## config.mk

```make
export PLATFORM = sky130hd
export DESIGN_NAME = axi_write_arbiter
export DESIGN_NICKNAME = d
export VERILOG_FILES = /design/src/rtl/axi_pkg.sv /design/src/rtl/rr_arbiter2.sv /design/src/rtl/axi_write_arbiter.sv
export SDC_FILE = /design/constraint.sdc
export NUM_CORES = 1
export LEC_CHECK = 0
export CAP_MARGIN = 20
export CORE_AREA = 2 2 125 127
export CTS_CLUSTER_DIAMETER = 200
export DETAILED_ROUTE_END_ITERATION = 7
export DIE_AREA = 0 0 127 129
export PLACE_DENSITY_LB_ADDON = 0.1
export SETUP_SLACK_MARGIN = 0.1
export SLEW_MARGIN = 10
export SYNTH_ARGS = -nofsm -noshare
export SYNTH_HDL_FRONTEND = slang
export SYNTH_HIERARCHICAL = 1
export SYNTH_SLANG_ARGS = --single-unit
```

## constraint.sdc

```tcl
create_clock -name ACLK -period 2.99 [get_ports ACLK]
set_input_delay 0.7475 -clock ACLK [delete_from_list [all_inputs] [get_ports ACLK]]
set_output_delay 0.7475 -clock ACLK [all_outputs]
set_load 0.01 [all_outputs]
```

## src/rtl/axi_pkg.sv

```systemverilog
// rtl/axi_pkg.sv - shared AXI field widths, response codes and arbiter FSM encoding
package axi_pkg;

    localparam int ID_W    = 4;
    localparam int ADDR_W  = 32;
    localparam int LEN_W   = 4;
    localparam int SIZE_W  = 3;
    localparam int BURST_W = 2;
    localparam int LOCK_W  = 2;
    localparam int CACHE_W = 4;
    localparam int PROT_W  = 3;
    localparam int RESP_W  = 2;

    localparam logic [RESP_W-1:0] RESP_OKAY   = 2'd0;
    localparam logic [RESP_W-1:0] RESP_EXOKAY = 2'd1;
    localparam logic [RESP_W-1:0] RESP_SLVERR = 2'd2;
    localparam logic [RESP_W-1:0] RESP_DECERR = 2'd3;

    typedef enum logic [1:0] {
        ST_IDLE = 2'd0,
        ST_ADDR = 2'd1,
        ST_DATA = 2'd2,
        ST_RESP = 2'd3
    } state_t;

endpackage

```

## src/rtl/rr_arbiter2.sv

```systemverilog
// rtl/rr_arbiter2.sv - two-request round-robin picker, purely combinational
module rr_arbiter2 (
    input  logic [1:0] req_i,
    input  logic       last_grant_i,
    output logic       grant_o
);

    // On contention the master that did not own the port last time wins.
    always_comb begin
        grant_o = 1'b0;
        if (req_i == 2'b11) begin
            grant_o = ~last_grant_i;
        end else if (req_i[1]) begin
            grant_o = 1'b1;
        end
    end

endmodule

```

## src/rtl/axi_write_arbiter.sv

```systemverilog
// rtl/axi_write_arbiter.sv - two-master AXI write arbiter, one transaction outstanding
module axi_write_arbiter
    import axi_pkg::*;
#(
    parameter int buswidth = 32,
    parameter int NUM_M    = 2
) (
    input  logic                  ACLK,
    input  logic                  ARESET,
    input  logic [ID_W-1:0]       m0_AWID,    m1_AWID,
    input  logic [ADDR_W-1:0]     m0_AWADDR,  m1_AWADDR,
    input  logic [LEN_W-1:0]      m0_AWLEN,   m1_AWLEN,
    input  logic [SIZE_W-1:0]     m0_AWSIZE,  m1_AWSIZE,
    input  logic [BURST_W-1:0]    m0_AWBURST, m1_AWBURST,
    input  logic [LOCK_W-1:0]     m0_AWLOCK,  m1_AWLOCK,
    input  logic [CACHE_W-1:0]    m0_AWCACHE, m1_AWCACHE,
    input  logic [PROT_W-1:0]     m0_AWPROT,  m1_AWPROT,
    input  logic                  m0_AWVALID, m1_AWVALID,
    output logic                  m0_AWREADY, m1_AWREADY,
    input  logic [ID_W-1:0]       m0_WID,     m1_WID,
    input  logic [buswidth-1:0]   m0_WDATA,   m1_WDATA,
    input  logic [buswidth/8-1:0] m0_WSTRB,   m1_WSTRB,
    input  logic                  m0_WLAST,   m1_WLAST,
    input  logic                  m0_WVALID,  m1_WVALID,
    output logic                  m0_WREADY,  m1_WREADY,
    output logic [ID_W-1:0]       m0_BID,     m1_BID,
    output logic [RESP_W-1:0]     m0_BRESP,   m1_BRESP,
    output logic                  m0_BVALID,  m1_BVALID,
    input  logic                  m0_BREADY,  m1_BREADY,
    output logic [ID_W-1:0]       S_AWID,
    output logic [ADDR_W-1:0]     S_AWADDR,
    output logic [LEN_W-1:0]      S_AWLEN,
    output logic [SIZE_W-1:0]     S_AWSIZE,
    output logic [BURST_W-1:0]    S_AWBURST,
    output logic [LOCK_W-1:0]     S_AWLOCK,
    output logic [CACHE_W-1:0]    S_AWCACHE,
    output logic [PROT_W-1:0]     S_AWPROT,
    output logic                  S_AWVALID,
    input  logic                  S_AWREADY,
    output logic [ID_W-1:0]       S_WID,
    output logic [buswidth-1:0]   S_WDATA,
    output logic [buswidth/8-1:0] S_WSTRB,
    output logic                  S_WLAST,
    output logic                  S_WVALID,
    input  logic                  S_WREADY,
    input  logic [ID_W-1:0]       S_BID,
    input  logic [RESP_W-1:0]     S_BRESP,
    input  logic                  S_BVALID,
    output logic                  S_BREADY,
    output logic                  grant,
    output logic                  busy,
    output logic                  len_err
);

    state_t             state_q, state_d;
    logic               grant_q, grant_d;
    logic               last_grant_q, last_grant_d;
    logic [LEN_W-1:0]   cnt_q, cnt_d;
    logic [LEN_W-1:0]   len_q, len_d;
    logic               len_err_q, len_err_d;
    logic               arb_grant;
    logic               g_wlast;
    logic               last_beat;

    rr_arbiter2 u_arb (
        .req_i        ({m1_AWVALID, m0_AWVALID}),
        .last_grant_i (last_grant_q),
        .grant_o      (arb_grant)
    );

    assign last_beat = (cnt_q == len_q);
    assign g_wlast   = grant_q ? m1_WLAST : m0_WLAST;

    // Status outputs are forced low while reset is held, even mid-burst.
    assign grant   = ARESET ? 1'b0 : grant_q;
    assign busy    = ~ARESET && (state_q != ST_IDLE);
    assign len_err = ARESET ? 1'b0 : len_err_q;

    // State, ownership and burst tracking registers.
    always_ff @(posedge ACLK) begin
        if (ARESET) begin
            state_q      <= ST_IDLE;
            grant_q      <= 1'b0;
            last_grant_q <= 1'(NUM_M - 1);
            cnt_q        <= '0;
            len_q        <= '0;
            len_err_q    <= 1'b0;
        end else begin
            state_q      <= state_d;
            grant_q      <= grant_d;
            last_grant_q <= last_grant_d;
            cnt_q        <= cnt_d;
            len_q        <= len_d;
            len_err_q    <= len_err_d;
        end
    end

    // Next-state logic plus channel muxing toward the granted master only.
    always_comb begin
        state_d      = state_q;
        grant_d      = grant_q;
        last_grant_d = last_grant_q;
        cnt_d        = cnt_q;
        len_d        = len_q;
        len_err_d    = len_err_q;
        S_AWID = '0; S_AWADDR = '0; S_AWLEN = '0; S_AWSIZE = '0; S_AWBURST = '0;
        S_AWLOCK = '0; S_AWCACHE = '0; S_AWPROT = '0; S_AWVALID = 1'b0;
        S_WID = '0; S_WDATA = '0; S_WSTRB = '0; S_WLAST = 1'b0; S_WVALID = 1'b0;
        S_BREADY = 1'b0;
        m0_AWREADY = 1'b0; m1_AWREADY = 1'b0;
        m0_WREADY  = 1'b0; m1_WREADY  = 1'b0;
        m0_BID = '0; m0_BRESP = '0; m0_BVALID = 1'b0;
        m1_BID = '0; m1_BRESP = '0; m1_BVALID = 1'b0;
        if (!ARESET) begin
            case (state_q)
                ST_IDLE: begin
                    if (m0_AWVALID || m1_AWVALID) begin
                        grant_d = arb_grant;
                        state_d = ST_ADDR;
                    end
                end
                ST_ADDR: begin
                    S_AWID    = grant_q ? m1_AWID    : m0_AWID;
                    S_AWADDR  = grant_q ? m1_AWADDR  : m0_AWADDR;
                    S_AWLEN   = grant_q ? m1_AWLEN   : m0_AWLEN;
                    S_AWSIZE  = grant_q ? m1_AWSIZE  : m0_AWSIZE;
                    S_AWBURST = grant_q ? m1_AWBURST : m0_AWBURST;
                    S_AWLOCK  = grant_q ? m1_AWLOCK  : m0_AWLOCK;
                    S_AWCACHE = grant_q ? m1_AWCACHE : m0_AWCACHE;
                    S_AWPROT  = grant_q ? m1_AWPROT  : m0_AWPROT;
                    S_AWVALID = grant_q ? m1_AWVALID : m0_AWVALID;
                    m0_AWREADY = ~grant_q & S_AWREADY;
                    m1_AWREADY =  grant_q & S_AWREADY;
                    if (S_AWVALID && S_AWREADY) begin
                        len_d   = S_AWLEN;
                        cnt_d   = '0;
                        state_d = ST_DATA;
                    end
                end
                ST_DATA: begin
                    S_WID    = grant_q ? m1_WID    : m0_WID;
                    S_WDATA  = grant_q ? m1_WDATA  : m0_WDATA;
                    S_WSTRB  = grant_q ? m1_WSTRB  : m0_WSTRB;
                    S_WVALID = grant_q ? m1_WVALID : m0_WVALID;
                    S_WLAST  = last_beat;
                    m0_WREADY = ~grant_q & S_WREADY;
                    m1_WREADY =  grant_q & S_WREADY;
                    if (S_WVALID && S_WREADY) begin
                        if (g_wlast != last_beat) begin
                            len_err_d = 1'b1;
                        end
                        if (last_beat) begin
                            state_d = ST_RESP;
                        end else begin
                            cnt_d = cnt_q + 1'b1;
                        end
                    end
                end
                ST_RESP: begin
                    S_BREADY = grant_q ? m1_BREADY : m0_BREADY;
                    if (grant_q) begin
                        m1_BID = S_BID; m1_BRESP = S_BRESP; m1_BVALID = S_BVALID;
                    end else begin
                        m0_BID = S_BID; m0_BRESP = S_BRESP; m0_BVALID = S_BVALID;
                    end
                    if (S_BVALID && S_BREADY) begin
                        last_grant_d = grant_q;
                        state_d      = ST_IDLE;
                    end
                end
                default: state_d = ST_IDLE;
            endcase
        end
    end

endmodule

```

== Word level (Yosys, flattened, before mapping) ==
Cells that the tools add are included.
W data, S select, Z words.

* Bitwise operators: 7
* Equality and inequality tests: 12
* Multiplexer cells: 85
* Reduce and logical (&&, ||, !) cells: 14
* Add/subtract/negate cells: 1

{| class="wikitable"
|+ Operator list
! kind !! count
|-
| $mux W32 || 6
|-
| $mux W4 || 24
|-
| $mux W2 || 17
|-
| $mux W1 || 30
|-
| $mux W3 || 6
|-
| $ne A2 B2 Y1 const B || 6
|-
| $pmux W2 S4 || 1
|-
| $pmux W4 S2 || 1
|-
| $eq A2 B2 Y1 const B || 3
|-
| $reduce_and A2 Y1 || 3
|-
| $reduce_and A5 Y1 || 1
|-
| $add A4 B1 Y4 const B || 1
|-
| $and A1 B1 Y1 || 4
|-
| $eq A4 B4 Y1 || 1
|-
| $logic_and A1 B1 Y1 || 4
|-
| $reduce_and A4 Y1 || 1
|-
| $reduce_bool A2 Y1 || 2
|-
| $not A1 Y1 || 3
|-
| $reduce_and A3 Y1 || 1
|-
| $eq A2 B1 Y1 const B || 1
|-
| $logic_not A2 Y1 || 1
|-
| $logic_or A1 B1 Y1 || 1
|-
| $ne A1 B1 Y1 || 1
|}

* Bits in registers: 13
* Word-level logic and storage cells: 125
* Output and inout port bits: 119

== Depth between registers and ports, before layout ==
* Depth in word-level cells: 4
* Depth in mapped cells: 7

== Modules after synthesis ==
The synthesis kept the hierarchy.

{| class="wikitable"
|+ Modules (own cells, without submodules)
! module !! times used !! seq. area each (um^2) !! cells an instance !! area an instance (um^2)
|-
| axi_write_arbiter || 1 || 260.2 || 337 || 2,321.0
|-
| rr_arbiter2 || 1 || 0.0 || 1 || 11.3
|}

== Worst setup path before layout ==
Ideal clock, no wire load.

* Path kind: input to output
* Start point: input port ARESET
* End point: output port m0_AWREADY
* Arrival time: 1,548 ps
* Buffers on the path: 2
* Stages on the path: 4
* Setup slack: 694 ps
* Cells stage by stage: clkbuf_1 > or2_2 > clkbuf_1 > nor2_1

* Word-level cells in the longest chain between the ends: 1

{| class="wikitable"
|+ Ends and longest elaborated chain
! element !! line !! RTL
|-
| start, declared || axi_write_arbiter.sv:9 || <nowiki>input logic ARESET,</nowiki>
|-
| $mux W1 || axi_write_arbiter.sv:114 || <nowiki>if (!ARESET) begin</nowiki>
|-
| end, declared || axi_write_arbiter.sv:19 || <nowiki>output logic m0_AWREADY, m1_AWREADY,</nowiki>
|}

Every way passes these cells.

== Final worst setup path ==
* Start point: input port ARESET
* End point: output port S_AWCACHE[0]

* Word-level cells in the longest chain between the ends: 1

{| class="wikitable"
|+ Ends and longest elaborated chain
! element !! line !! RTL
|-
| $mux W4 || axi_write_arbiter.sv:114 ||
|-
| end, declared || axi_write_arbiter.sv:36 || <nowiki>output logic [CACHE_W-1:0] S_AWCACHE,</nowiki>
|}

Every way passes these cells.

==> impl_metrics.env <==
export IMPL_drive_gt1_share_pct=3.83
export IMPL_p_int_mw=1.26
export IMPL_cpPeakStageDelay_ps=550
export IMPL_maxSlewViolCount=0
export IMPL_io_pin_count=326
export IMPL_start_kind="input port"
export IMPL_holdBufCountCts=0
export IMPL_startpoint="ARESET"
export IMPL_hold_viol_final=0
export IMPL_crit_arrival_ps=2100
export IMPL_final_area_mm2=0.00610
export IMPL_viasPerCell=4.23
export IMPL_core_area_mm2=0.0150
export IMPL_die_area_mm2=0.0164
export IMPL_maxCapViolations=0
export IMPL_placedInstanceArea_mm2=0.00588
export IMPL_postCtsSetupBuffers=0
export IMPL_numPortBuffers=325
export IMPL_routed_wl_um=12900
export IMPL_outcome="complete, no violations"
export IMPL_synth_nets=551
export IMPL_synth_warnings=6
export IMPL_min_period_over_period_pct=95.3
export IMPL_setup_viol_count_final=0
export IMPL_worst_pin_slew_ps=523
export IMPL_numClockSinks=13
export IMPL_die_y_um=129
export IMPL_dpl_hpwl_um=10800
export IMPL_area_delta_synth_final_pct=162
export IMPL_synth_largest_area_cell="mux2i_1"
export IMPL_synth_area_mm2=0.00233
export IMPL_rrSetupSlack_ps=1140
export IMPL_dr_first_iter_drc_count=82
export IMPL_grt_max_degree=43
export IMPL_vias=3559
export IMPL_clkLatencyLatePin_ps=240
export IMPL_pwr_share_comb_pct=76.5
export IMPL_fp_dieW_um=127
export IMPL_grtUsageTotal_pct=14.2
export IMPL_clockBufferDepth=2
export IMPL_p_leak_nw=3.39
export IMPL_drtAntennaViolNets=0
export IMPL_power_frac_clock_pct=12.2
export IMPL_avgSynthCellArea_um2=6.90
export IMPL_clock_skew_ps=4.93
export IMPL_crit_chain="dlygate4sd2_1 > nand2b_4 > buf_12 > nor2_1 > clkdlybuf4s50_1"
export IMPL_relSlewSlack_pct=65.0
export IMPL_htreeDepth=1
export IMPL_worst_hold_path_endpoint="cnt_q[3]"
export IMPL_setup_tns_ps=0
export IMPL_cp_max_fo=25
export IMPL_end_kind="primary output"
export IMPL_p_switching_mw=0.836
export IMPL_synth_cell_types=32
export IMPL_r2r_cells=6
export IMPL_crit_required_ps=2240
export IMPL_layout_commonest_cell="clkdlybuf4s50_1"
export IMPL_ctsRootBufferMaster="clkbuf_16"
export IMPL_ys_seq_area_share_pct=11.2
export IMPL_worst_r2r_endpoint="cnt_q[3]"
export IMPL_irDropWorstVdd_mv=0.256
export IMPL_critical_path_top_delay_family="buffers and inverters"
export IMPL_path_class="in2out"
export IMPL_drc=0
export IMPL_antenna_found_initial=0
export IMPL_slowest_stage="clkdlybuf4s50_1"
export IMPL_power_density_mw_per_mm2=343
export IMPL_gp_congestion=0.782
export IMPL_synth_area_top_cells="mux2i_1 (43%), nor2_1 (20%), dfxtp_1 (11%), ha_1 (3.2%), clkbuf_1 (2.7%)"
export IMPL_rsz0062_at_grt="false"
export IMPL_synthCells=338
export IMPL_first_pass_iters=4
export IMPL_fin_crit_ps=2850
export IMPL_worstHoldPathCells=2
export IMPL_synth_seq_cells=13
export IMPL_fp_row_count=45
export IMPL_r2r_start="grant_q"
export IMPL_wl_per_cell_um=15.4
export IMPL_switching_share_pct=40.0
export IMPL_grt_pass1_wl_um=18400
export IMPL_fillers=1532
export IMPL_path_clk_slew_ps=50
export IMPL_grt_pass1_vias=3480
export IMPL_grt_overflow=0
export IMPL_initial_core_util_pct=15.6
export IMPL_cts_buffers=3
export IMPL_seqPwrFrac_pct=11.3
export IMPL_max_freq_ghz=0.351
export IMPL_synth_top_area_share_pct=42.9
export IMPL_hold_path_class="reg2reg"
export IMPL_cp_num_buf_inv=3
export IMPL_final_cell_mix="clkdlybuf4s50_1 (230), nor2_1 (124), mux2i_1 (100)"
export IMPL_diodes=0
export IMPL_nets=867
export IMPL_cts_tree="yes"
export IMPL_worst_hold_startpoint="cnt_q[3]"
==> cells by family after synthesis <==
kind of cell,count (synthesis),synth area share (%)
compound gates,26,7.62
xor+xnor,5,1.88
fa+ha+maj,6,3.22
buf+inv,34,6.28
flops,13,11.2
mux,100,42.9
simple gates,154,26.9
==> how the worst max path moves through the flow <==
stage                         endpoint  slack, ps  cells after the start
after floorplan             m0_AWREADY        690                      4
after global placement     m0_BRESP[0]       -250                      5
after detailed placement     m0_BID[1]       -240                      5
after CTS                    m1_WREADY         80                      5
after global routing       S_WDATA[19]        100                      5
final                     S_AWCACHE[0]        140                      5
==> state kept, by name, indices dropped and copies added, names as in the netlist <==
| register | count |
|---|---|
| last_grant_q | 1 |
| cnt_q | 4 |
| grant_q | 1 |
| len_q | 4 |
| len_err_q | 1 |
| state_q | 2 |
==> worst register-to-register path, cell delays in order (launching register included) <==
cell and delay, ps:
dfxtp_4 430, buf_12 230, mux2i_1 150, nor2b_1 300, a31oi_1 220, a211oi_1 270
o32ai_1 130
==> power groups by stage <==
stage / combinational, mW / sequential (mW) / clock (mW)
detailed placement: 1.67 / 0.239 / 0
global route: 1.74 / 0.240 / 0.270
finish: 1.60 / 0.236 / 0.255
floorplan: 0.788 / 0.225 / 0
CTS: 1.66 / 0.236 / 0.261
global placement: 1.66 / 0.237 / 0
==> through the flow <==
step	cells	util, %	total power, mW	hold WS [ps]	setup WS, ps
2_1_floorplan	338	-	1.01	478	694
3_3_place_gp	837	39.3	1.89	501	-252
3_5_place_dp	837	39.3	1.91	506	-241
4_1_cts	841	39.6	2.15	513	83.5
5_1_grt	841	40.8	2.25	542	99.4
6_report	841	40.8	2.09	513	140
==> synthesized netlist by cell type, drive strengths merged <==
| master | count |
|---|---|
| nor2 | 124 |
| o21a | 1 |
| o2111ai | 1 |
| nand4b | 1 |
| a21boi | 1 |
| a211oi | 6 |
| dfxtp | 13 |
| ha | 6 |
| nand2 | 10 |
| nand2b | 7 |
| a21oi | 2 |
| nand4 | 2 |
| o21ai | 9 |
| o21bai | 1 |
| a31o | 1 |
| xnor2 | 4 |
| nor3 | 1 |
| nand3 | 2 |
| nor2b | 5 |
| a31oi | 2 |
| xor2 | 1 |
| nor3b | 1 |
| clkbuf | 17 |
| inv | 6 |
| o32ai | 1 |
| a21o | 1 |
| or2 | 1 |
| buf | 11 |
| mux2i | 100 |
==> routing by layer <==
metal	routed length [um]	up-vias	share of wire [%]	GRT usage, %
met3	1270	8	9.8	4.20
met1	4620	1585	36	14.6
met2	6930	193	54	29.0
met5	0	-	0	0
met4	101	0	0.78	1.81
li1	-	1773	-	-
==> layout make-up <==
type	instances	area (um^2)	share of cell area, %
clock inverter	1	5.00	0.0820
inverter	6	22.5	0.369
clock buffer	3	75.1	1.23
timing repair buffer	339	3560	58.4
tap	188	235	3.85
sequential	13	264	4.32
multi-input combinational	291	1940	31.8
==> repair_timing <==
item                       CTS  global route
pin swaps                    0             0
gates resized for setup     31            67
cloned                       0             0
setup endpoints to repair  119            72
(Power assumes the default switching activity.)
